===== src/rtl/exec_sequencer_pkg.sv =====
// exec_sequencer shared definitions: instruction codes, FSM states,
// flag bit positions and the instruction decoder.
package exec_sequencer_pkg;

    localparam logic [3:0] OPC_REG  = 4'b0000;
    localparam logic [3:0] CODE_AND = 4'b0001;
    localparam logic [3:0] CODE_OR  = 4'b0010;
    localparam logic [3:0] CODE_XOR = 4'b0011;
    localparam logic [3:0] CODE_ADD = 4'b0101;
    localparam logic [3:0] CODE_SUB = 4'b1001;
    localparam logic [3:0] CODE_CMP = 4'b1011;
    localparam logic [3:0] CODE_MOV = 4'b1101;

    localparam int FLAG_C = 0;
    localparam int FLAG_L = 1;
    localparam int FLAG_F = 2;
    localparam int FLAG_Z = 3;
    localparam int FLAG_N = 4;

    typedef enum logic [1:0] {
        S_IDLE,
        S_READ,
        S_EXEC,
        S_WRITE
    } state_t;

    typedef enum logic [2:0] {
        OP_AND,
        OP_OR,
        OP_XOR,
        OP_ADD,
        OP_SUB,
        OP_CMP,
        OP_MOV,
        OP_ILL
    } alu_op_t;

    typedef struct packed {
        alu_op_t op;
        logic    imm;
        logic    sx;
    } dec_t;

    // Immediate forms reuse the ext code as their opcode.
    function automatic dec_t decode(input logic [15:0] ins);
        dec_t       d;
        logic [3:0] code;
        d.imm = (ins[15:12] != OPC_REG);
        code  = d.imm ? ins[15:12] : ins[7:4];
        unique case (1'b1)
            code == CODE_AND: d.op = OP_AND;
            code == CODE_OR:  d.op = OP_OR;
            code == CODE_XOR: d.op = OP_XOR;
            code == CODE_ADD: d.op = OP_ADD;
            code == CODE_SUB: d.op = OP_SUB;
            code == CODE_CMP: d.op = OP_CMP;
            code == CODE_MOV: d.op = OP_MOV;
            default:          d.op = OP_ILL;
        endcase
        d.sx = d.imm && (d.op inside {OP_ADD, OP_SUB, OP_CMP});
        return d;
    endfunction

    function automatic logic [15:0] ext_imm(input logic [7:0] imm,
                                            input logic       sx);
        return sx ? {{8{imm[7]}}, imm} : {8'h00, imm};
    endfunction

endpackage


===== src/rtl/exec_sequencer_if.sv =====
// Upstream instruction handshake plus register-file port bundle.
interface exec_sequencer_if;

    logic        InstrValid;
    logic [15:0] Instr;
    logic        InstrReady;
    logic [3:0]  RdestRegLoc;
    logic [3:0]  RsrcRegLoc;
    logic [15:0] RdestIn;
    logic [15:0] RsrcIn;
    logic        WrEn;
    logic [15:0] Load;
    logic [4:0]  Flags;
    logic        Done;
    logic        Illegal;

    modport master (
        input  InstrValid, Instr, RdestIn, RsrcIn,
        output InstrReady, RdestRegLoc, RsrcRegLoc,
        output WrEn, Load, Flags, Done, Illegal
    );

    modport slave (
        output InstrValid, Instr, RdestIn, RsrcIn,
        input  InstrReady, RdestRegLoc, RsrcRegLoc,
        input  WrEn, Load, Flags, Done, Illegal
    );

endinterface


===== src/rtl/exec_sequencer_alu.sv =====
// exec_alu: combinational result, next-flags and write-enable
// for one decoded operation.
module exec_alu
    import exec_sequencer_pkg::*;
(
    input  alu_op_t     op,
    input  logic [15:0] a,
    input  logic [15:0] b,
    input  logic [4:0]  flags_in,
    output logic [15:0] result,
    output logic [4:0]  flags_out,
    output logic        wr
);

    logic [16:0] sum;
    logic [15:0] diff;

    assign sum  = {1'b0, a} + {1'b0, b};
    assign diff = a - b;

    always_comb begin
        result    = '0;
        flags_out = flags_in;
        wr        = 1'b1;
        unique case (op)
            OP_AND: result = a & b;
            OP_OR:  result = a | b;
            OP_XOR: result = a ^ b;
            OP_ADD: begin
                result            = sum[15:0];
                flags_out[FLAG_C] = sum[16];
                flags_out[FLAG_F] = (a[15] == b[15]) &&
                                    (sum[15] != a[15]);
            end
            OP_SUB: begin
                result            = diff;
                flags_out[FLAG_C] = a < b;
                flags_out[FLAG_F] = (a[15] != b[15]) &&
                                    (diff[15] != a[15]);
            end
            OP_CMP: begin
                result            = diff;
                wr                = 1'b0;
                flags_out[FLAG_Z] = a == b;
                flags_out[FLAG_L] = a < b;
                flags_out[FLAG_N] = $signed(a) < $signed(b);
            end
            OP_MOV: result = b;
            default: wr = 1'b0;
        endcase
    end

endmodule


===== src/rtl/exec_sequencer.sv =====
// exec_sequencer: four-state IDLE/READ/EXEC/WRITE instruction
// sequencer around an external register file and exec_alu.
module exec_sequencer
    import exec_sequencer_pkg::*;
(
    input  logic             Clk,
    input  logic             Rst,
    exec_sequencer_if.master bus
);

    state_t      state, state_nx;
    logic [15:0] ir, op_a, op_b, res;
    logic [4:0]  flags;
    logic        wr_en, done, ill;
    dec_t        dec;
    logic [15:0] alu_res;
    logic [4:0]  alu_flags;
    logic        alu_wr;

    assign dec = decode(ir);

    exec_alu u_alu (
        .op        (dec.op),
        .a         (op_a),
        .b         (op_b),
        .flags_in  (flags),
        .result    (alu_res),
        .flags_out (alu_flags),
        .wr        (alu_wr)
    );

    always_ff @(posedge Clk or negedge Rst) begin
        if (!Rst) state <= S_IDLE;
        else      state <= state_nx;
    end

    always_comb begin
        state_nx = state;
        unique case (state)
            S_IDLE:  if (bus.InstrValid) state_nx = S_READ;
            S_READ:  state_nx = S_EXEC;
            S_EXEC:  state_nx = S_WRITE;
            S_WRITE: state_nx = S_IDLE;
            default: state_nx = S_IDLE;
        endcase
    end

    always_ff @(posedge Clk or negedge Rst) begin
        if (!Rst) begin
            ir    <= '0;
            op_a  <= '0;
            op_b  <= '0;
            res   <= '0;
            flags <= '0;
            wr_en <= 1'b0;
            done  <= 1'b0;
            ill   <= 1'b0;
        end else begin
            unique case (state)
                S_IDLE: if (bus.InstrValid) ir <= bus.Instr;
                S_READ: begin
                    op_a <= bus.RdestIn;
                    op_b <= dec.imm ? ext_imm(ir[7:0], dec.sx)
                                    : bus.RsrcIn;
                end
                // Status outputs register here so they cover WRITE exactly.
                S_EXEC: begin
                    res   <= alu_res;
                    flags <= alu_flags;
                    wr_en <= alu_wr;
                    done  <= 1'b1;
                    ill   <= (dec.op == OP_ILL);
                end
                S_WRITE: begin
                    wr_en <= 1'b0;
                    done  <= 1'b0;
                    ill   <= 1'b0;
                end
                default: ;
            endcase
        end
    end

    assign bus.InstrReady  = (state == S_IDLE);
    assign bus.RdestRegLoc = ir[11:8];
    assign bus.RsrcRegLoc  = ir[3:0];
    assign bus.WrEn        = wr_en;
    assign bus.Load        = res;
    assign bus.Flags       = flags;
    assign bus.Done        = done;
    assign bus.Illegal     = ill;

endmodule


===== src/flat_wrapper.sv =====
// flat-port wrapper written by rule: the top's interface ports become plain ports
module exec_sequencer_flat import exec_sequencer_pkg::*;
  (Clk, Rst, bus_InstrValid, bus_Instr, bus_RdestIn, bus_RsrcIn, bus_InstrReady, bus_RdestRegLoc, bus_RsrcRegLoc, bus_WrEn, bus_Load, bus_Flags, bus_Done, bus_Illegal);
  exec_sequencer_if bus_i ();
  input  logic Clk;
  input  logic Rst;
  input wire logic [$bits(bus_i.InstrValid)-1:0] bus_InstrValid;
  input wire logic [$bits(bus_i.Instr)-1:0] bus_Instr;
  input wire logic [$bits(bus_i.RdestIn)-1:0] bus_RdestIn;
  input wire logic [$bits(bus_i.RsrcIn)-1:0] bus_RsrcIn;
  output wire logic [$bits(bus_i.InstrReady)-1:0] bus_InstrReady;
  output wire logic [$bits(bus_i.RdestRegLoc)-1:0] bus_RdestRegLoc;
  output wire logic [$bits(bus_i.RsrcRegLoc)-1:0] bus_RsrcRegLoc;
  output wire logic [$bits(bus_i.WrEn)-1:0] bus_WrEn;
  output wire logic [$bits(bus_i.Load)-1:0] bus_Load;
  output wire logic [$bits(bus_i.Flags)-1:0] bus_Flags;
  output wire logic [$bits(bus_i.Done)-1:0] bus_Done;
  output wire logic [$bits(bus_i.Illegal)-1:0] bus_Illegal;
  assign bus_i.InstrValid = bus_InstrValid;
  assign bus_i.Instr = bus_Instr;
  assign bus_i.RdestIn = bus_RdestIn;
  assign bus_i.RsrcIn = bus_RsrcIn;
  assign bus_InstrReady = bus_i.InstrReady;
  assign bus_RdestRegLoc = bus_i.RdestRegLoc;
  assign bus_RsrcRegLoc = bus_i.RsrcRegLoc;
  assign bus_WrEn = bus_i.WrEn;
  assign bus_Load = bus_i.Load;
  assign bus_Flags = bus_i.Flags;
  assign bus_Done = bus_i.Done;
  assign bus_Illegal = bus_i.Illegal;
  exec_sequencer u_core (.Clk(Clk), .Rst(Rst), .bus(bus_i));
endmodule

===== config.mk =====
export PLATFORM = sky130hd
export DESIGN_NAME = exec_sequencer_flat
export DESIGN_NICKNAME = d
export VERILOG_FILES = /design/src/rtl/exec_sequencer_pkg.sv /design/src/rtl/exec_sequencer_if.sv /design/src/rtl/exec_sequencer_alu.sv /design/src/rtl/exec_sequencer.sv /design/src/flat_wrapper.sv
export SDC_FILE = /design/constraint.sdc
export NUM_CORES = 1
export LEC_CHECK = 0
export ABC_AREA = 1
export CORE_MARGIN = 1.5
export CORE_UTILIZATION = 23
export CTS_CLUSTER_DIAMETER = 150
export CTS_CLUSTER_SIZE = 10
export DETAILED_ROUTE_END_ITERATION = 12
export PLACE_DENSITY = 0.43
export RECOVER_POWER = 25
export REMOVE_ABC_BUFFERS = 1
export SETUP_SLACK_MARGIN = 0.2
export SLEW_MARGIN = 10
export SYNTH_ARGS = -nofsm -noshare
export SYNTH_HDL_FRONTEND = slang
export SYNTH_HIERARCHICAL = 1
export SYNTH_SLANG_ARGS = --single-unit

===== constraint.sdc =====
create_clock -name Clk -period 3.5 [get_ports Clk]
set_clock_uncertainty 0.05 [all_clocks]
set_input_delay 0.7 -clock Clk [delete_from_list [all_inputs] [get_ports Clk]]
set_output_delay 0.7 -clock Clk [all_outputs]
set_load 0.02 [all_outputs]

Yosys cells after proc, flatten, opt, wreduce, memory -nomap -nowiden

Cells that the tools add are included.

$add $sub $neg: 2
Order comparisons: 2
Eq/ne operators: 23
Mux-type cells: 13
Bitwise gates (word level): 3
Reductions and logical operators: 14

Operators by type and width:

| kind                 | count |
|---|---|
| $pmux W16 S6         | 1 |
| $lt A16 B16 Y1       | 2 |
| $mux W16             | 2 |
| $pmux W3 S7          | 1 |
| $add A16 B16 Y17     | 1 |
| $and A16 B16 Y16     | 1 |
| $eq A16 B16 Y1       | 1 |
| $or A16 B16 Y16      | 1 |
| $sub A16 B16 Y16     | 1 |
| $xor A16 B16 Y16     | 1 |
| $eq A3 B3 Y1 const B | 4 |
| $eq A4 B4 Y1 const B | 3 |
| $pmux W1 S2          | 5 |
| $eq A4 B2 Y1 const B | 2 |
| $pmux W2 S4          | 1 |
| $eq A3 B2 Y1 const B | 2 |
| $reduce_and A2 Y1    | 3 |
| $reduce_or A6 Y1     | 1 |
| $eq A2 B2 Y1 const B | 2 |
| $eq A4 B1 Y1 const B | 1 |
| $eq A4 B3 Y1 const B | 1 |
| $mux W4              | 1 |
| $reduce_bool A2 Y1   | 2 |
| $reduce_bool A4 Y1   | 1 |
| other kinds (12)     | 16 |

Register bits: 74
Output and inout bits: 33
Word-level logic and storage cells: 67

Depth between registers and ports, before layout

Depth in word-level cells: 9
Gate-level depth with buffers: 18
Depth with buffers taken out: 18

Modules after synthesis

The synthesis kept the hierarchy.

By module, submodules not included:

| module         | instances | cells each | area each (sq um) | seq. area each (sq um) |
|---|---|---|---|---|
| exec_sequencer | 1         | 328        | 3165.5            | 1851.8 |
| exec_alu       | 1         | 567        | 2949.1            | 0.0 |

Worst setup path after synthesis

OpenSTA, ideal clock, no wires.

Kind: flip-flop to flip-flop
Start: register u_core.ir[13]
End: register u_core.res[7], in the netlist u_core/bus.Load[7]
Library setup time: 0.117 ns
Arrival time: 2.036 ns
Path slack: 1.297 ns
Stages on the path, launching flop included: 14
Path buffers: 1
Clock period less this slack: 2.203 ns
Path through: dfrtp_1 > nor2_4 > nand3_1 > nand2_1 > inv_1 > nand3_1 > nand3_1 > nand3_1 > buf_4 > inv_1 > a221oi_1 > nand3_1 > nand2_1 > nand2_1

RTL lines:

| item                   | RTL line             | RTL |
|---|---|---|
| from (decl)            | exec_sequencer.sv:12 | `logic [15:0] ir, op_a, op_b, res;` |
| from (signal assigned) | exec_sequencer.sv:60 | `S_IDLE: if (bus.InstrValid) ir <= bus.Instr;` |
| to (signal assigned)   | exec_sequencer.sv:68 | `res <= alu_res;` |
| to (decl)              | exec_sequencer.sv:12 |  |

==> flow_summary.toml <==
[route]
ant_nets = 0
wl_per_cell_um = 15.7
viasPerCell = 4.46
drt_wl_total_mm = 20.5
first_pass_iters = 6
vias = 5805
drt-initial-drc-count = 252
route.detailed.drc = 0

[cts]
htreeDepth = 3
cts_resized = 0
cts_hold_buf = 0
cts_setup_buffers = 0
cts_root_buffer = "clkbuf_16"
cts.clk_slew.worst_paths_ns = 0.07
cts.sinks = 74
clockBufferDepth = 2
cts_made_buffers = 9
cts_tree = "built"
clk_latency_ns = 0.35

[pwr]
ir_drop_v = 0.000326
p_leak_nw = 3.82
powerDensity_nw_per_um2 = 1110

[global_route]
grt_first_pass_wirelength_mm = 33.0
grt_usage_pct = 15.3
overflow = 0
grt_max_degree = 30
antenna_found_initial = 0
grt_pass1_vias = 5936

[synthesis]
synth.most_common_cell = "nand2_1"
synth_largest_area_cell = "dfrtp_1"
async_reset_ff_share_pct = 100
synth-seq-cells = 74
yosysSeqAreaShare_pct = 30.3
synthTopCellsByArea = "dfrtp_1, nand2_1, ha_1"
syn_area_um2 = 6110
yosys-top-cells-count = "nand2_1, inv_1, nor2_1"
netlist_instances = 895
synth_top_cell_area_share_pct = 30.3
synth_ff_type = "dfrtp_1"
ys_warn_count = 6
avgSynthCellArea_um2 = 6.83
yosysUniqueCellTypes = 39
synth_edf_count = 0

[timing]
min_period_ns = 2.85
rsz0062_at_grt = "false"
post-route-period-util_pct = 81.4
finalSetupViolations = 0
slew_viol_final = 0
fmax_mhz = 351
tns_ns = 0
worst_pin_slew_ns = 1.45
hold_viol = 0
slew_headroom_pct = 3.09

[die]
die-area_um2 = 27600
rows = 59
die_h_um = 166
coreArea_um2 = 26100
ioPinCount = 84
initial_utilization_pct = 23.5
die_x_um = 166

[critical_path]
required_ns = 3.70
crit_type = "flop to flop"
start_kind = "flop"
crit_path_end_kind = "flop"
arrival_ns = 3.05
crit_fanout = 8

[placed_design]
dp_cells = 1286
globalplace.congestion = 0.867
dpl.hpwl_mm = 15.7
portBuffers = 83

[run]
drv_cap = 0

[layout]
final_layout_size_suffix_gt1_share_pct = 8.17
n_antenna_cell = 0
area_growth_pct = 22.9
num-nets-final = 1067
layout.cells.non_filler = 1302

[min_path]
hold_path_class = "flop to flop"

[status]
outcome = "complete, no violations"
where the power goes:
group          internal (mW)  switching [mW]  leakage, nW
combinational           1.99            3.78         2.78
clock                  0.580           0.415        0.150
sequential              1.25           0.364        0.890
cell families (layout without fill, tap and decap cells):
family / after synthesis / count (layout) / share of synthesized area, %
adder cells (fa/ha/maj): 54 / 54 / 11.3
buffers and inverters: 164 / 236 / 11.6
AND/OR/NAND/NOR: 480 / 480 / 32.7
multiplexers: 26 / 26 / 4.79
AO/OA/AOI/OAI: 97 / 97 / 9.35
flip-flops: 74 / 74 / 30.3
registers in the layout, summed over array words and instances (netlist names):
signal and count:
u_core/bus.Illegal 1, u_core/state 2, u_core/bus.Flags 5, u_core/bus.Load 16, u_core/op_b 16, u_core/bus.Done 1, u_core/bus.WrEn 1, u_core/op_a 16
u_core/ir 16
metal layers:
| layer | track usage, % | up-vias | routed length [µm] |
|---|---|---|---|
| met5 | 0 | - | 0 |
| met4 | 4.43 | 0 | 404 |
| met3 | 2.57 | 22 | 937 |
| met2 | 26.4 | 144 | 9780 |
| met1 | 19.5 | 2675 | 9340 |
| li1 | - | 2964 | - |
through the flow:
step / hold slack [ns] / utilization [%] / total power [mW] / worst slack [ns] / cell area, µm²
2_1_floorplan: 0.354 / - / 5.50 / 1.23 / 5900
3_3_place_gp: 0.413 / 27.7 / 7.42 / 0.694 / 7210
3_5_place_dp: 0.412 / 27.7 / 7.41 / 0.646 / 7210
4_1_cts: 0.213 / 28.9 / 8.47 / 0.635 / 7520
5_1_grt: 0.444 / 28.8 / 9.28 / 0.333 / 7520
6_report: 0.418 / 28.8 / 8.38 / 0.652 / 7520
critical path, stage by stage (launching register included):
cell and delay (ns):
dfrtp_1 0.42, nor2_2 0.20, nand3_1 0.09, nand2_1 0.14
inv_1 0.08, nand3_1 0.07, nand3_1 0.31, nand3_1 0.43
inv_1 0.28, a221oi_1 0.42, nand3_1 0.13, nand2_1 0.09
nand2_1 0.05
path summary, 6_finish.rpt:
kind                                                 start                         endpoint  slack, ns  cells after the start
setup / recovery                 u_core/ir[14]$_DFFE_PN0P_   u_core/bus.Load[7]$_DFFE_PN0P_       0.65                     12
hold / removal             u_core/bus.Load[14]$_DFFE_PN0P_  u_core/bus.Load[14]$_DFFE_PN0P_       0.42                      2
setup reg to reg                 u_core/ir[14]$_DFFE_PN0P_   u_core/bus.Load[7]$_DFFE_PN0P_       0.65                     12
hold reg to reg            u_core/bus.Load[14]$_DFFE_PN0P_  u_core/bus.Load[14]$_DFFE_PN0P_       0.42                      2
max in group asynchronous                              Rst      u_core/bus.WrEn$_DFFE_PN0P_       0.90                      2
min in group asynchronous                              Rst   u_core/bus.Load[7]$_DFFE_PN0P_       0.64                      1
layout make-up:
cell class,count,area [µm²]
multi-input combinational,657,3560
tap,335,419
clock inverter,6,72.6
inverter,130,490
clock buffer,10,239
fill,2928,18500
timing repair buffer,90,886
sequential,74,1850
cell usage in the layout (no fill, tap or decap), types with 3 or more instances in the layout:
cell	instances
nand2_1	282
inv_1	121
nor2_1	90
clkdlybuf4s50_1	82
nand3_1	75
dfrtp_1	74
ha_1	51
a21oi_1	34
mux2_2	26
o21ai_0	19
o22ai_1	15
clkbuf_16	9
nand2_2	8
inv_2	8
a31oi_1	8
nand4_1	8
buf_4	5
a21oi_2	4
nor2_4	3
o21ai_1	3
o2111ai_1	3
o21bai_1	3
nor3_1	3
Power figures use the tool's default switching activity.
